===== src/rtl/instr_fetch.sv =====
// Instruction fetch stage: PC register, imem request/ack handshake, and a
// held instruction register split into OPCODE / flagbit / IMM.
// Latency: ack -> instr_valid next edge; instr_done -> new imem_req next edge.
// Backpressure: imem_req holds with a stable address until acked; the held
// instruction stays valid until execute pulses instr_done.
// Ports: CLK/RST_N; imem_req/imem_addr/imem_ack/imem_rdata memory side;
// instr_valid/OPCODE/flagbit/IMM/PC to decode; instr_done/PCWrite/PCNext from
// execute; fetch_fault sticky timeout flag.
// Optional macro FETCH_TIMEOUT_EN: enables the fetch-wait timeout and the
// FAULT state (fetch_fault is tied 0 otherwise).
module instr_fetch #(
  parameter int unsigned          ADDR_W   = 16,
  parameter logic [ADDR_W-1:0]    RESET_PC = '0,
  parameter int unsigned          TIMEOUT  = 15
) (
  input  logic              CLK,
  input  logic              RST_N,
  output logic              imem_req,
  output logic [ADDR_W-1:0] imem_addr,
  input  logic              imem_ack,
  input  logic [15:0]       imem_rdata,
  output logic              instr_valid,
  output logic [4:0]        OPCODE,
  output logic              flagbit,
  output logic [9:0]        IMM,
  output logic [ADDR_W-1:0] PC,
  input  logic              instr_done,
  input  logic              PCWrite,
  input  logic [ADDR_W-1:0] PCNext,
  output logic              fetch_fault
);

  typedef enum logic [1:0] {
    S_IDLE  = 2'd0,
    S_FETCH = 2'd1,
    S_HOLD  = 2'd2,
    S_FAULT = 2'd3
  } state_t;

  state_t            state_q, state_d;
  logic [ADDR_W-1:0] pc_q, pc_d;
  logic              req_q, req_d;
  logic              valid_q, valid_d;
  logic [15:0]       instr_q, instr_d;

`ifdef FETCH_TIMEOUT_EN
  localparam int unsigned     CNT_W    = (TIMEOUT > 1) ? $clog2(TIMEOUT + 1) : 1;
  localparam logic [CNT_W-1:0] CNT_LAST = CNT_W'(TIMEOUT - 1);
  logic [CNT_W-1:0] cnt_q, cnt_d;
  logic             fault_q, fault_d;
`else
  logic unused_timeout;
  assign unused_timeout = (TIMEOUT != 0);
`endif

  always_comb begin
    state_d = state_q;
    pc_d    = pc_q;
    req_d   = req_q;
    valid_d = valid_q;
    instr_d = instr_q;
`ifdef FETCH_TIMEOUT_EN
    cnt_d   = cnt_q;
    fault_d = fault_q;
`endif
    case (state_q)
      S_IDLE: begin
        state_d = S_FETCH;
        req_d   = 1'b1;
`ifdef FETCH_TIMEOUT_EN
        cnt_d   = '0;
`endif
      end
      S_FETCH: begin
        // An ack in the final wait cycle still wins over the timeout.
        if (req_q && imem_ack) begin
          instr_d = imem_rdata;
          state_d = S_HOLD;
          req_d   = 1'b0;
          valid_d = 1'b1;
        end
`ifdef FETCH_TIMEOUT_EN
        else if (cnt_q == CNT_LAST) begin
          state_d = S_FAULT;
          req_d   = 1'b0;
          fault_d = 1'b1;
        end else begin
          cnt_d = cnt_q + CNT_W'(1);
        end
`endif
      end
      S_HOLD: begin
        if (instr_done) begin
          pc_d    = PCWrite ? PCNext : (pc_q + ADDR_W'(1));
          valid_d = 1'b0;
          req_d   = 1'b1;
          state_d = S_FETCH;
`ifdef FETCH_TIMEOUT_EN
          cnt_d   = '0;
`endif
        end
      end
`ifdef FETCH_TIMEOUT_EN
      S_FAULT: begin
        state_d = S_FAULT;
        req_d   = 1'b0;
        valid_d = 1'b0;
      end
`endif
      default: begin
        state_d = S_IDLE;
        req_d   = 1'b0;
        valid_d = 1'b0;
      end
    endcase
  end

  always_ff @(posedge CLK or negedge RST_N) begin
    if (!RST_N) begin
      state_q <= S_IDLE;
      pc_q    <= RESET_PC;
      req_q   <= 1'b0;
      valid_q <= 1'b0;
      instr_q <= '0;
`ifdef FETCH_TIMEOUT_EN
      cnt_q   <= '0;
      fault_q <= 1'b0;
`endif
    end else begin
      state_q <= state_d;
      pc_q    <= pc_d;
      req_q   <= req_d;
      valid_q <= valid_d;
      instr_q <= instr_d;
`ifdef FETCH_TIMEOUT_EN
      cnt_q   <= cnt_d;
      fault_q <= fault_d;
`endif
    end
  end

  assign imem_req    = req_q;
  assign imem_addr   = pc_q;
  assign PC          = pc_q;
  assign instr_valid = valid_q;
  assign OPCODE      = instr_q[15:11];
  assign flagbit     = instr_q[10];
  assign IMM         = instr_q[9:0];
`ifdef FETCH_TIMEOUT_EN
  assign fetch_fault = fault_q;
`else
  assign fetch_fault = 1'b0;
`endif

endmodule

===== config.mk =====
export PLATFORM = sky130hd
export DESIGN_NAME = instr_fetch
export DESIGN_NICKNAME = d
export VERILOG_FILES = /design/src/rtl/instr_fetch.sv
export SDC_FILE = /design/constraint.sdc
export NUM_CORES = 1
export LEC_CHECK = 0
export CAP_MARGIN = 20
export CELL_PAD_IN_SITES_DETAIL_PLACEMENT = 1
export CELL_PAD_IN_SITES_GLOBAL_PLACEMENT = 1
export CORE_MARGIN = 5
export CORE_UTILIZATION = 33
export DETAILED_ROUTE_END_ITERATION = 6
export GPL_TIMING_DRIVEN = 1
export PLACE_DENSITY_LB_ADDON = 0.12
export RECOVER_POWER = 100
export SETUP_SLACK_MARGIN = 0.4
export SLEW_MARGIN = 20
export SYNTH_ARGS = -nofsm -noshare
export SYNTH_HDL_FRONTEND = slang
export SYNTH_SLANG_ARGS = --single-unit

===== constraint.sdc =====
create_clock -name CLK -period 4.7 [get_ports CLK]
set_input_delay 1.175 -clock CLK [delete_from_list [all_inputs] [get_ports CLK]]
set_output_delay 1.175 -clock CLK [all_outputs]
set_load 0.02 [all_outputs]

# ---- Yosys cells after proc, flatten, opt, wreduce, memory -nomap -nowiden
# Index checks and enable logic that the tools add are counted.
dict set report word_totals {
  ff_bits 36
  in_bits 37
  out_inout_bits 51
  elab_cells 27
}
dict set report classes {
  n_addsub 1
  n_eq_ne 4
  mux 10
  n_bitwise 1
  n_reduce_logical 6
}
# operator n
set op_table {}
lappend op_table {{16-bit by 1-bit adder with 16-bit output (second input constant)} 1}
lappend op_table {{16-bit 2-to-1 mux} 1}
lappend op_table {{1-bit one-hot mux with 3 select lines} 2}
lappend op_table {{2-bit one-hot mux with 3 select lines} 1}
lappend op_table {{2-bit AND reduction} 3}
lappend op_table {{1-bit 2-to-1 mux} 4}
lappend op_table {{2-bit 2-to-1 mux} 2}
lappend op_table {{2-bit inequality test (second input constant)} 2}
lappend op_table {{3-bit AND reduction} 1}
lappend op_table {{2-bit by 1-bit equality test with 1-bit output (second input constant)} 1}
lappend op_table {{2-bit equality test (second input constant)} 1}
lappend op_table {{2-bit logical NOT} 1}
lappend op_table {{1-bit logical AND} 1}
lappend op_table {{1-bit inverter} 1}

# ---- Depth between registers and ports, before layout
dict set report depth {
  word_depth 3
  depth_mapped 5
}

# ---- Worst setup path before layout
# OpenSTA, ideal clock, no wires.
dict set report synth_path {
  path_type {input to register}
  startpoint {in PCWrite}
  endpoint {reg pc_q[15] (netlist: PC[15])}
  setup_ps 126
  arrival_time_ps 1900
  setup_slack_ps 2675
  path_stages 5
  path_buffers 2
  path_cell_list {buf_2 -> clkbuf_1 -> nor3_1 -> mux2i_1 -> nand3_1}
}
dict set report synth_between {
  elab_chain_cells 1
}
# element line
set synth_lines {}
lappend synth_lines {{start, declared} 28} ;# input logic PCWrite,
lappend synth_lines {{16-bit 2-to-1 mux} 94} ;# pc_d = PCWrite ? PCNext : (pc_q + ADDR_W'(1));
lappend synth_lines {{end signal, assigned} 131} ;# pc_q <= pc_d;
lappend synth_lines {{end, declared} 41} ;# logic [ADDR_W-1:0] pc_q, pc_d;
# No other way between the ends.
# A chain may end at the register's enable or synchronous reset.

# ---- Worst setup path after layout
# Same ends and word-level chain as after synthesis.

==> out/metrics.csv <==
stage,metric,value,unit
drt,firstDrtPassIters,4,
power_and_ir_drop,p_leak,1.11,nW
setup_path,r2r_end,instr_q[4],
drt,avgRoutedWirePerCell,16.5,um
run,cap_violations,1,
synth,synth-seq-cells,35,
power_and_ir_drop,sequentialPowerShare,34.6,%
synth,ys_warn_count,0,
floorplan,dieArea,0.00749,mm^2
cts,tritoncts,done,
synth,avgSynthCellArea,10.3,um^2
drt,vias_per_cell,5.11,
placed_design,io_buffer_count,86,
power_and_ir_drop,peakVddDrop,276,uV
setup_path,crit_start,PCWrite,
global_routing,busiest_layer,met2,
worst_hold_path,worstHoldPathType,register to register,
global_routing,grt_util_all_layers,15.4,%
drt,routed_wl,5430,um
synth,syn_nets,226,
timing,hold_violations,0,
run_status,status,finished with violations,
floorplan,die_y,86.5,um
global_routing,grt_pass1_vias,1773,
floorplan,start_util,34.5,%
synth,ys_top_cells_by_area,"dfrtp_1, mux2_2, buf_4",
setup_path,critical_path.endpoint,PC[15],
global_routing,use_met2,26.2,%
power_and_ir_drop,power_switching,0.734,mW
global_routing,antenna_found_initial,0,
placed_design,place_ws,1.76,ns
timing,worst_slack,1.60,ns
placed_design,dp.cells,321,
cells_and_area,final_core_util,50.4,%
cts,cts-resized-gates,0,
global_routing,use_met1,17.2,%
timing,fin_crit,3.10,ns
power_and_ir_drop,power_density,619,mW/mm^2
cells_and_area,area_growth,46.2,%
drt,num_vias,1680,
timing,rsz0062_at_grt,false,
synth,syn_area,0.00193,mm^2
synth,post_synth_num_cell_types,45,
cts,path_clk_slew,0.07,ns
setup_path,reg2regPathDepth,2,
synth,synth_area_leader_cell,dfrtp_1,
timing,worst_pin_slew,1.94,ns
timing,fmax,0.323,GHz
power_and_ir_drop,combPwrFrac,49.1,%
setup_path,cp_max_fo,21,
synth,synth_edf_count,0,
global_routing,grt_pass1_wl,8900,um
power_and_ir_drop,intPower,1.01,mW
global_routing,use_met3,7.22,%
drt,ant_nets,0,
cts,clk_latency,0.28,ns
floorplan,rows,27,
cells_and_area,multi_input_area,873,um^2
placed_design,place.gp.congestion,0.766,
cts,cts_setup_buffers,0,
setup_path,r2r_setup_slack,2.93,ns
cells_and_area,nets,294,
timing,setup-tns-final,0,ns
timing,setup_viol_count_final,0,
setup_path,crit_arrival,3.26,ns
floorplan,die_w,86.5,um
synth,synthCells,188,
setup_path,startpoint_type,input pin,
power_and_ir_drop,power.share.switching,42.0,%
timing,skew,0.00630,ns
setup_path,crit_required,4.86,ns
timing,slew_headroom,-29.1,%
setup_path,critPathKind,input pin to register,
power_and_ir_drop,p_clk_share,16.3,%
setup_path,end_kind,register,
floorplan,core,0.00561,mm^2
timing,maxSlewViolCount,36,
run_status,violations,"capacitance limit, slew limit",
setup_path,r2r-start,state_q[1],
cts,max-clock-path-buffers,2,
placed_design,dp_hpwl,4110,um
drt,drc_errors,0,
cells_and_area,drive_gt1_share,10.5,%
synth,synthFlopType,dfrtp_1,
cts,ctsHoldBuffers,0,
drt,drt-initial-drc-count,30,
floorplan,io_pins,88,
synth,synth.top_cell.area_share,45.3,%
cts,cts_buffers,5,
synth,ys_seq_area_share,45.3,%
global_routing,grt.overflow.total,0,
cts,numClockSinks,35,
cells_and_area,diodes,0,
cells_and_area,ff_latch_area,876,um^2
cts,htreeDepth,2,
cts,cts_root_buf,clkbuf_8,
timing,period_share,65.9,%
cells_and_area,fill_cells,639,
global_routing,grt_max_degree,36,
synth,synthArstFlopShare,100,%
cells_and_area,layout.cells.non_filler,329,
## cell usage in the layout (no fill, tap or decap), drive strengths merged, types with 8 or more instances in the layout
cell type       n
a21oi          11
clkbuf          8
clkdlybuf4s50  32
dfrtp          35
dlygate4sd3    53
mux2           16
nand2          10
nand3          11
nor2           10
o21ai          14
## final cells by class
class / count / share of cell area, %
clock buffer: 6 / 2.92
clock inverter: 2 / 1.24
sequential: 35 / 31.0
tap: 72 / 3.19
timing repair buffer: 87 / 30.4
inverter: 3 / 0.398
multi-input combinational: 124 / 30.9
## synthesized netlist by cell type (3+ instances only)
library cell and n:
a21oi_1 11, a31oi_1 3, buf_2 6, buf_4 17
clkbuf_1 3, dfrtp_1 35, mux2_1 4, mux2_2 12
mux2i_1 5, nand2_1 10, nand3_1 10, nand4_1 4
nor2_1 10, nor3_1 5, nor4_1 3, nor4_2 3
o21ai_0 13
## critical path, stage by stage
cell and delay (ns):
dlygate4sd3_1 0.88, clkbuf_1 0.71, nor3_1 0.15, mux2i_1 0.23, nand3_1 0.10
## worst min-delay path by stage
stage          startpoint          end  cells after the start
2_1_floorplan  state_q[1]  instr_valid                      1
3_3_place_gp   instr_q[4]   instr_q[4]                      1
3_5_place_dp   instr_q[8]   instr_q[8]                      1
4_1_cts        instr_q[8]   instr_q[8]                      1
5_1_grt        instr_q[3]   instr_q[3]                      1
6_report       instr_q[8]   instr_q[8]                      1
## metal layers
| metal | up-vias | share of wire (%) | wire length [um] |
|---|---|---|---|
| met5 | - | 0 | 0 |
| met4 | 0 | 1.2 | 63 |
| met3 | 4 | 9.8 | 532 |
| met2 | 59 | 49 | 2640 |
| met1 | 812 | 40 | 2190 |
| li1 | 805 | - | - |
## through the flow
stage | hold WS (ns) | power [mW] | cell area, um^2
floorplan | 0.502 | 1.14 | 1930
global placement | 0.475 | 1.55 | 2720
detailed placement | 0.482 | 1.57 | 2720
CTS | 0.499 | 1.86 | 2840
global route | 0.528 | 1.87 | 2830
finish | 0.489 | 1.75 | 2830
## sequential cells by signal, summed over array words and instances (netlist names)
signal and cells:
state_q 2, instr_q 16, instr_valid 1, PC 16
## logic make-up (layout without fill, tap and decap cells)
logic type	after synthesis	in the layout	share of synthesized area (%)
AOI/OAI and AO/OA	42	42	13.5
adders and majority gates	1	1	0.647
buffers and inverters	29	98	9.32
DFF	35	35	45.3
muxes	21	21	11.9
other	1	1	0.194
and+or+nand+nor	59	59	19.2
## power groups by stage
stage	Clock (mW)	Combinational (mW)	Sequential (mW)
2_1_floorplan	0	0.392	0.748
3_3_place_gp	0	0.932	0.618
3_5_place_dp	0	0.943	0.626
4_1_cts	0.297	0.947	0.620
5_1_grt	0.311	0.921	0.642
6_report	0.286	0.859	0.605
(Power assumes the default switching activity.)
